<file path="src/rtl/irq_pkg.sv">
// irq_ctrl shared definitions: FSM encoding, register map
// and CAUSE register bit positions.
package irq_pkg;

  typedef enum logic [1:0] {
    S_IDLE    = 2'd0,
    S_REQ     = 2'd1,
    S_SERVICE = 2'd2
  } irq_state_t;

  localparam logic [1:0] ADDR_MASK  = 2'd0;
  localparam logic [1:0] ADDR_PEND  = 2'd1;
  localparam logic [1:0] ADDR_CAUSE = 2'd2;

  localparam int CAUSE_VALID_BIT = 31;
  localparam int CAUSE_ID_HI     = 4;
  localparam int CAUSE_ID_LO     = 0;

endpackage

</file>
<file path="src/rtl/irq_prio_enc.sv">
// Fixed-priority encoder: lowest or highest set index wins,
// chosen by i_high_first.
module irq_prio_enc #(
  parameter int N = 8
) (
  input  logic [N-1:0] i_req,
  input  logic         i_high_first,
  output logic         o_valid,
  output logic [4:0]   o_id
);

  always_comb begin
    o_valid = |i_req;
    o_id    = '0;
    if (i_high_first) begin
      for (int i = 0; i < N; i++)
        if (i_req[i]) o_id = 5'(i);
    end else begin
      for (int i = N - 1; i >= 0; i--)
        if (i_req[i]) o_id = 5'(i);
    end
  end

endmodule

</file>
<file path="src/rtl/irq_ctrl.sv">
// Interrupt controller: MASK/PENDING/CAUSE registers, IDLE/REQ/SERVICE FSM.
// Define IRQ_EDGE_DETECT_EN for sticky rising-edge pending bits.
module irq_ctrl
  import irq_pkg::*;
#(
  parameter int N_SRC           = 8,
  parameter int PRIO_HIGH_FIRST = 0
) (
  input  logic             clk,
  input  logic             rst,
  input  logic [N_SRC-1:0] src_irq,
  output logic             irq_out,
  input  logic             eret_in,
  input  logic             reg_we,
  input  logic [1:0]       reg_addr,
  input  logic [31:0]      reg_wdata,
  output logic [31:0]      reg_rdata,
  output logic             busy
);

  irq_state_t       r_state;
  irq_state_t       w_next;
  logic [N_SRC-1:0] r_mask;
  logic [N_SRC-1:0] r_pend;
  logic [4:0]       r_cause_id;
  logic             r_cause_valid;
  logic             r_irq;

  logic             w_wr_mask;
  logic [N_SRC-1:0] w_mask_eff;
  logic [N_SRC-1:0] w_req;
  logic             w_hit;
  logic [4:0]       w_win_id;
  logic             w_latch;
  logic             w_done;
  logic [31:0]      w_mask_x;
  logic [31:0]      w_pend_x;
  logic [31:0]      w_cause_x;
  logic             w_unused;

  assign w_wr_mask  = reg_we && (reg_addr == ADDR_MASK);
  assign w_mask_eff = w_wr_mask ? reg_wdata[N_SRC-1:0] : r_mask;
  assign w_req      = r_pend & w_mask_eff;
  assign w_unused   = ^reg_wdata;

  irq_prio_enc #(.N(N_SRC)) u_prio (
    .i_req        (w_req),
    .i_high_first (PRIO_HIGH_FIRST != 0),
    .o_valid      (w_hit),
    .o_id         (w_win_id)
  );

  always_ff @(posedge clk) begin
    if (rst) r_state <= S_IDLE;
    else     r_state <= w_next;
  end

  always_comb begin
    w_next  = r_state;
    w_latch = 1'b0;
    w_done  = 1'b0;
    unique case (r_state)
      S_IDLE: begin
        if (w_hit) begin
          w_next  = S_REQ;
          w_latch = 1'b1;
        end
      end
      S_REQ: w_next = S_SERVICE;
      S_SERVICE: begin
        if (eret_in) begin
          w_next = S_IDLE;
          w_done = 1'b1;
        end
      end
      default: w_next = S_IDLE;
    endcase
  end

  // irq_out is a flop mirroring entry into REQ, so it is glitch-free
  always_ff @(posedge clk) begin
    if (rst) r_irq <= 1'b0;
    else     r_irq <= (w_next == S_REQ);
  end

  assign irq_out = r_irq;
  assign busy    = (r_state != S_IDLE);

  always_ff @(posedge clk) begin
    if (rst) begin
      r_cause_valid <= 1'b0;
      r_cause_id    <= '0;
    end else if (w_latch) begin
      r_cause_valid <= 1'b1;
      r_cause_id    <= w_win_id;
    end else if (w_done) begin
      r_cause_valid <= 1'b0;
      r_cause_id    <= '0;
    end
  end

  always_ff @(posedge clk) begin
    if (rst)            r_mask <= '0;
    else if (w_wr_mask) r_mask <= reg_wdata[N_SRC-1:0];
  end

`ifdef IRQ_EDGE_DETECT_EN
  logic [N_SRC-1:0] r_prev;
  logic [N_SRC-1:0] w_set;
  logic [N_SRC-1:0] w_clr;
  logic             w_wr_pend;

  assign w_wr_pend = reg_we && (reg_addr == ADDR_PEND);
  assign w_set     = src_irq & ~r_prev;
  assign w_clr     = (w_wr_pend ? reg_wdata[N_SRC-1:0] : '0)
                   | (w_done ? (N_SRC'(1) << r_cause_id) : '0);

  // history tracks src_irq even in reset so held lines are not edges
  always_ff @(posedge clk) begin
    r_prev <= src_irq;
    if (rst) r_pend <= '0;
    else     r_pend <= (r_pend & ~w_clr) | w_set;
  end
`else
  always_ff @(posedge clk) begin
    if (rst) r_pend <= '0;
    else     r_pend <= src_irq;
  end
`endif

  always_comb begin
    w_mask_x = '0;
    w_mask_x[N_SRC-1:0] = r_mask;
    w_pend_x = '0;
    w_pend_x[N_SRC-1:0] = r_pend;
    w_cause_x = '0;
    w_cause_x[CAUSE_VALID_BIT] = r_cause_valid;
    w_cause_x[CAUSE_ID_HI:CAUSE_ID_LO] = r_cause_id;
    unique case (reg_addr)
      ADDR_MASK:  reg_rdata = w_mask_x;
      ADDR_PEND:  reg_rdata = w_pend_x;
      ADDR_CAUSE: reg_rdata = w_cause_x;
      default:    reg_rdata = '0;
    endcase
  end

endmodule

</file>
<file path="config.mk">
export PLATFORM = sky130hd
export DESIGN_NAME = irq_ctrl
export DESIGN_NICKNAME = d
export VERILOG_FILES = /design/src/rtl/irq_pkg.sv /design/src/rtl/irq_prio_enc.sv /design/src/rtl/irq_ctrl.sv
export SDC_FILE = /design/constraint.sdc
export NUM_CORES = 1
export LEC_CHECK = 0
export CAP_MARGIN = 20
export CORE_MARGIN = 5
export CORE_UTILIZATION = 38
export DETAILED_ROUTE_END_ITERATION = 6
export GPL_TIMING_DRIVEN = 1
export PLACE_DENSITY = 0.84
export SLEW_MARGIN = 20
export SYNTH_ARGS = -nofsm -noshare
export SYNTH_HDL_FRONTEND = slang
export SYNTH_HIERARCHICAL = 1
export SYNTH_SLANG_ARGS = --single-unit
</file>
<file path="constraint.sdc">
create_clock -name clk -period 3 [get_ports clk]
set_clock_uncertainty 0.05 [all_clocks]
set_input_delay 0.45 -clock clk [delete_from_list [all_inputs] [get_ports clk]]
set_output_delay 0.45 -clock clk [all_outputs]
set_load 0.03 [all_outputs]
</file>
==> summary.md, run 1 <==
| Metric | Value |
|---|---|
| Area contributors post-synth | sky130_fd_sc_hd__dfxtp_1 (36%), sky130_fd_sc_hd__buf_4 (14%), sky130_fd_sc_hd__mux2i_1 (12%), sky130_fd_sc_hd__nor2b_1 (9.9%), sky130_fd_sc_hd__nor2_1 (4.9%) |
| Inserted Diodes | 0 |
| Final core utilization | 51.0% |
| Mapped Cells | between 150 and 200 |
| Slew Viols, Final | 0 |
| Total I/O pin count | 80 |
| Number of buffers added by the clock tree synthesis step | 3 |
| Synth warnings | 6 |
| DP HPWL | 2350 um |
| Startpoint of the lowest-slack hold path | r_cause_id[3] |
| GRT Util Overall | 11.6% |
| Final #Nets | approximately 260 |
| Post-synthesis cell area | 1390 um2 |
| Critical Path Sink Type | output pin |
| Endpoint required time on the critical path | 2.50 ns |
| Number of maximum-capacitance violations | 0 |
| Hold buffers post-CTS | 0 |
| Routed wire per std cell | 11.4 um |
| Post-synth top flop | sky130_fd_sc_hd__dfxtp_1 |
| Result of the run | completed |
| Clk_lat worst skew | roughly 0.27 ns |
| Number of synthesized flops with an enable pin | 0 |
| Area grow syn2layout | 32.4% |
| RePlAce Congestion | 0.947 |
| Final critical-path required period | 2.81 ns |
| CTS tree | built |
| Die Width | 70.5 um |
| Row Count | 22 |
| Flop-to-flop setup slack | about 1.0 ns |
| Kind of path behind the tightest hold check | reg2reg |
| 1st-iter DRT viols | 19 |
| Power per cell area | 405 nW/um2 |
| Setup Total Neg Slack | 0 ns |
| Area leader, netlist | sky130_fd_sc_hd__dfxtp_1 |
| Initial core utilization | 38.5% |
| Quantity of I/O buffers inserted on ports | 32 |
| Cell with the biggest individual delay on the critical path | sky130_fd_sc_hd__clkdlybuf4s50_1 |
| Critical Setup Path Class | in2out |
| Htree depth | 1 |
| Share of synthesized flip-flops with an asynchronous set or reset | 0% |
| Grt total ovfl | 0 |
| Commonest cells in the netlist | sky130_fd_sc_hd__buf_4 (26), sky130_fd_sc_hd__dfxtp_1 (25), sky130_fd_sc_hd__nor2b_1 (22) |
| Post-CTS Setup Inserts | 0 |
| Data arrival time at the worst-slack endpoint | approximately 2.3 ns |
| Setup Slack @ Placement | -0.103 ns |
| Crit path launch type | primary input |
| Synth unique cells | 28 |
| Pin count of the biggest net entering global routing | 23 |
| Clock transition at the registers of the reported paths | 0.08 ns |
| Worst slack on hold paths | 0.440 ns |
| Share of the yosys chip area belonging to registers | between 30 and 40% |
| Post-detailed-route DRC marker count | 0 |
| Via count | 1126 |
| RSZ-0062 raised after global routing | false |
| Fraction of final layout cells sized beyond drive strength 1 | 11.4% |
| First-pass GRT wire length | 4610 um |
| Count leader, synth | sky130_fd_sc_hd__buf_4 |
| Leakage component of the power | 0.778 nW |
| Post-cts resize count | 0 |
| Die footprint | 4960 um2 |
| Crit. Startpoint | reg_addr[0] |
| First-pass detailed-route iteration total | 4 |
| Via/cell ratio | 4.36 |
| Chip height | 70.5 um |
| Clock Tree Root | sky130_fd_sc_hd__clkbuf_8 |
| Flops & latches, synth | 25 |
| Cell Area, Placed | approximately 1800 um2 |
| Area inside the core boundary | 3610 um2 |
| Final period util | 93.7% |
| Reg-to-reg startpoint | r_mask[4] |
| Worst setup margin | between 0.15 and 0.2 ns |
| FMAX | 0.356 GHz |
| Largest stage delay on the critical path | 0.71 ns |
| Mapped Avg Cell Area | 8.73 um2 |
| Antenna Nets Post-Route | 0 |
| Cell-by-cell listing of the critical path | clkdlybuf4s50_1 -> buf_4 -> nor2b_1 -> buf_4 -> nand2_1 -> o21ai_0 -> clkdlybuf4s50_1 |
| Final setup violation count | 0 |
| Count of endpoints failing hold in the final timing report | 0 |
| Via count of the first global-routing pass | 1074 |
| Antenna violations before repair | 0 |
| Total Routed Length | 2950 um |
| Worst IR Drop VDD | roughly 260 uV |
| Max Root-Sink Buffers | 2 |
| CTS Sinks | 25 |
| Proportion of netlist area held by the largest area contributor | 36.0% |
| Final cell area excluding filler cells | 1840 um2 |
| Largest driver fanout on the critical path | 10 |
## through the flow
step / instances / power, mW
5_1_grt: 258 / 0.780
6_report: 258 / 0.746
3_3_place_gp: 254 / 0.555
4_1_cts: 258 / 0.753
2_1_floorplan: 189 / 0.512
3_5_place_dp: 254 / 0.558
## critical path, delay by kind of cell
kind                   cells  cell delay [ns]
AO/OA/AOI/OAI              1             0.08
buffers and inverters      4             1.53
AND/OR/NAND/NOR            2             0.24
## final timing paths
check	cells past startpoint	to
worst max-delay path	7	reg_rdata[2]
worst min-delay path	1	r_cause_id[3]
worst max register to register	8	r_cause_id[2]
worst min register to register	1	r_cause_id[3]
## cells in the final DEF (no fill, tap or decap), types with 2 or more instances in the layout
cell / Yosys / layout
sky130_fd_sc_hd__mux2i_1: 16 / 16
sky130_fd_sc_hd__nor2_1: 18 / 18
sky130_fd_sc_hd__buf_4: 26 / 14
sky130_fd_sc_hd__inv_1: 3 / 3
sky130_fd_sc_hd__conb_1: 2 / 32
sky130_fd_sc_hd__nor4_1: 2 / 2
sky130_fd_sc_hd__o21ai_0: 10 / 10
sky130_fd_sc_hd__clkdlybuf4s50_1: 0 / 32
sky130_fd_sc_hd__dfxtp_1: 25 / 25
sky130_fd_sc_hd__a22o_1: 4 / 4
sky130_fd_sc_hd__nor3b_1: 3 / 3
sky130_fd_sc_hd__nand2_1: 7 / 7
sky130_fd_sc_hd__clkbuf_8: 0 / 3
sky130_fd_sc_hd__a21oi_1: 4 / 4
sky130_fd_sc_hd__nor2b_1: 22 / 22
## where the power goes
part,leakage (nW),internal (mW),switching [mW],total [mW]
Combinational,0.550,0.0827,0.108,0.190
Clock,0.0228,0.0949,0.0991,0.194
Sequential,0.205,0.350,0.0116,0.361
## routing by layer
layer	part of all wire, %	global-route usage [%]	routed length [um]	vias to the layer above
met1	40	12.7	1190	508
met5	0	0	0	-
li1	-	-	-	580
met2	52	21.3	1540	33
met4	2.1	5.74	61	0
met3	5.3	1.73	155	5
## cells by family after synthesis
| kind of cell | share of synthesized area, % |
|---|---|
| compound gates | 11.9 |
| buf+inv | 16.1 |
| flops | 36.0 |
| mux | 12.6 |
| other cells | 0.541 |
| simple gates | 22.8 |
## state kept, by name, summed over array words and instances, names as in the netlist
| signal | count |
|---|---|
| r_cause_id | 5 |
| r_state | 2 |
| irq_out | 1 |
| r_cause_valid | 1 |
| r_pend | 8 |
| r_mask | 8 |
## area by class of cell
class / count / area [um2]
Clock buffer: 4 / 45.0
Fill cell: 357 / 1770
Inverter: 3 / 11.3
Multi-Input combinational cell: 131 / 777
Sequential cell: 25 / 500
Tap cell: 48 / 60.1
Timing Repair Buffer: 47 / 445
(Power assumes the default switching activity.)
==> run 2: changes to the inputs <==
==> constraint.sdc (replaced) <==
create_clock -name clk -period 3 [get_ports clk]
set_clock_uncertainty 0.05 [all_clocks]
set_input_delay 0.45 -clock clk [delete_from_list [all_inputs] [get_ports clk]]
set_output_delay 0.45 -clock clk [all_outputs]
set_load 0.005 [all_outputs]
==> run 2 against run 1 <==
Compared with the run above: critical path depth rose by 4; critical endpoint is now r_cause_id[1]; routed wire length up 3.0%; final area decreased by 0.82%; die area did not move; largest cell class unchanged.
==> summary.md, run 2 (synthesis results as in run 1) <==
| Metric | Value |
|---|---|
| Result of the run | completed (unchanged) |
| Worst IR Drop VDD | 270 uV (was 262 uV) |
| Inserted Diodes | 0 (unchanged) |
| Post-CTS Setup Inserts | 0 (unchanged) |
| Final setup violation count | 0 (unchanged) |
| Reg-to-reg startpoint | r_mask[4] (unchanged) |
| Critical Path Sink Type | flip-flop (was output pin) |
| Data arrival time at the worst-slack endpoint | 2.88 ns (was 2.31 ns) |
| GR met2 Demand/Resource | 21.0% (was 21.3%) |
| Startpoint of the lowest-slack hold path | r_cause_id[3] (unchanged) |
| Share of total power in sequential cells | 51.6% (was 48.4%) |
| Number of buffers added by the clock tree synthesis step | 3 (unchanged) |
| Post-cts resize count | 0 (unchanged) |
| Flop-to-flop setup slack | 1.02 ns (was 1.03 ns) |
| Die Width | 70.5 um (unchanged) |
| Internal Pwr Total | 0.526 mW (was 0.527 mW) |
| RSZ-0062 raised after global routing | false (unchanged) |
| Setup Total Neg Slack | 0 ns (unchanged) |
| CTS Sinks | 25 (unchanged) |
| Met3 track demand over resource in global routing | 2.45% (was 1.73%) |
| Clock group share of total power | 28.1% (was 26.0%) |
| Via/cell ratio | 4.44 (was 4.36) |
| Final period util | 92.1% (was 93.7%) |
| Grt total ovfl | 0 (unchanged) |
| Largest driver fanout on the critical path | 5 (was 10) |
| Worst reg2reg path endpoint | r_cause_id[1] (was r_cause_id[2]) |
| Switching Fraction | 24.9% (was 29.3%) |
| Via count | 1137 (was 1126) |
| Hold Path Depth | 1 (unchanged) |
| First-pass GRT wire length | 4800 um (was 4610 um) |
| Total I/O pin count | 80 (unchanged) |
| Clock transition at the registers of the reported paths | 0.08 ns (about the same) |
| Slew Viols, Final | 0 (unchanged) |
| Antenna Nets Post-Route | 0 (unchanged) |
| Clock Tree Root | sky130_fd_sc_hd__clkbuf_8 (unchanged) |
| Endpoint required time on the critical path | 3.12 ns (was 2.50 ns) |
| Initial core utilization | 38.5% (unchanged) |
| Row Count | 22 (unchanged) |
| Antenna violations before repair | 0 (unchanged) |
| Final critical-path required period | 2.76 ns (was 2.81 ns) |
| Busiest layer in global routing | met2 (unchanged) |
| FMAX | 0.362 GHz (was 0.356 GHz) |
| Chip height | 70.5 um (unchanged) |
| Setup Slack @ Placement | -0.0431 ns (was -0.103 ns) |
| Fraction of final layout cells sized beyond drive strength 1 | 10.6% (was 11.4%) |
| Pin count of the biggest net entering global routing | 23 (unchanged) |
| Worst r2r path cells | 8 (unchanged) |
| Leakage component of the power | 0.768 nW (was 0.778 nW) |
| Via count of the first global-routing pass | 1044 (was 1074) |
| Worst setup margin | 0.238 ns (was 0.190 ns) |
| Routed wire per std cell | 11.9 um (was 11.4 um) |
| Crit path launch type | primary input (unchanged) |
| RePlAce Congestion | 0.969 (was 0.947) |
| Final #Nets | 255 (was 257) |
| Psw | 0.174 mW (was 0.218 mW) |
| DP HPWL | 2430 um (was 2350 um) |
| Critical Setup Path Class | in2reg (was in2out) |
| Quantity of I/O buffers inserted on ports | 32 (unchanged) |
| Htree depth | 1 (unchanged) |
| Count of endpoints failing hold in the final timing report | 0 (unchanged) |
| Commonest cells after routing, fill and taps aside | sky130_fd_sc_hd__conb_1 (32), sky130_fd_sc_hd__clkdlybuf4s50_1 (32), sky130_fd_sc_hd__dfxtp_1 (25) (unchanged) |
| First-pass detailed-route iteration total | 5 (was 4) |
| Die footprint | 4960 um2 (unchanged) |
| Post-detailed-route DRC marker count | 0 (unchanged) |
| 1st-iter DRT viols | 43 (was 19) |
| Number of maximum-capacitance violations | 0 (unchanged) |
| Total Routed Length | 3030 um (was 2950 um) |
| Power per cell area | 384 nW/um2 (was 405 nW/um2) |
| Hold buffers post-CTS | 0 (unchanged) |
| GRT Util Overall | 12.3% (was 11.6%) |
| Largest registers | r_mask: 8 flops, r_pend: 8 flops, r_cause_id: 5 flops (unchanged) |
| Share of total power in combinational logic | 20.3% (was 25.5%) |
| Clk_lat worst skew | 0.27 ns (about the same) |
| Area grow syn2layout | 31.4% (was 32.4%) |
| CTS tree | built (unchanged) |
| WHS Endpoint | r_cause_id[3] (unchanged) |
| Kind of path behind the tightest hold check | reg2reg (unchanged) |
| Area inside the core boundary | 3610 um2 (unchanged) |
| Met1 capacity usage during global routing | 14.7% (was 12.7%) |
| Max Root-Sink Buffers | 2 (unchanged) |
[run 2: cell count changes in the layout (fill, tap and decap cells not counted)]
cell,change
sky130_fd_sc_hd__buf_4,-2
[run 2: final cells by class]
type,count,area [um2]
fillers,356,1780
multi-input cells,131,777
flip-flops and latches,25,500
repair buffers,45,430
well taps,48,60.1
clock buffers,4,45.0
inverters,3,11.3
[run 2: how the worst max path moves through the flow]
| stage | startpoint | to | slack [ns] | cells past startpoint |
|---|---|---|---|---|
| floorplan | reg_addr[0] | r_cause_id[1] | 0.61 | 10 |
| global placement | reg_we | r_cause_id[2] | 0.002 | 11 |
| detailed placement | reg_we | r_cause_id[1] | -0.04 | 11 |
| CTS | reg_we | r_cause_id[1] | 0.23 | 11 |
| global route | reg_we | r_cause_id[1] | 0.09 | 11 |
| finish | reg_we | r_cause_id[1] | 0.24 | 11 |
[run 2: critical path: stages]
cell                              delay [ns]
sky130_fd_sc_hd__clkdlybuf4s50_1        0.45
sky130_fd_sc_hd__nor3b_1                0.19
sky130_fd_sc_hd__buf_4                  0.19
sky130_fd_sc_hd__buf_12                 0.12
sky130_fd_sc_hd__mux2i_1                0.24
sky130_fd_sc_hd__nor2b_1                0.10
sky130_fd_sc_hd__nor4_1                 0.36
sky130_fd_sc_hd__nand2_1                0.16
sky130_fd_sc_hd__nor2b_2                0.20
sky130_fd_sc_hd__nor3b_2                0.18
sky130_fd_sc_hd__a22o_1                 0.24
[run 2: power groups by stage]
stage               Sequential [mW]  Clock (mW)  Combinational (mW)
detailed placement            0.368           0               0.141
global placement              0.368           0               0.139
finish                        0.361       0.197               0.142
CTS                           0.361       0.200               0.142
global route                  0.363       0.218               0.157
floorplan                     0.365           0              0.0988
[run 2: metrics by stage]
| step | utilization [%] | cell area, um2 | hold WS (ns) | std cells | power (mW) |
|---|---|---|---|---|---|
| floorplan | - | 1500 | 0.392 | 189 | 0.464 |
| global placement | 49.3 | 1780 | 0.411 | 252 | 0.506 |
| detailed placement | 49.3 | 1780 | 0.423 | 252 | 0.510 |
| CTS | 50.6 | 1820 | 0.447 | 256 | 0.703 |
| global route | 50.6 | 1820 | 0.470 | 256 | 0.738 |
| finish | 50.6 | 1820 | 0.449 | 256 | 0.700 |
[run 2: per-layer routing]
layer  up-vias  wire length (um)  share of wire (%)
li1        571                 -                  -
met1       519              1230                 40
met2        43              1570                 52
met3         4               191                6.3
met4         0                50                1.6
met5         -                 0                  0
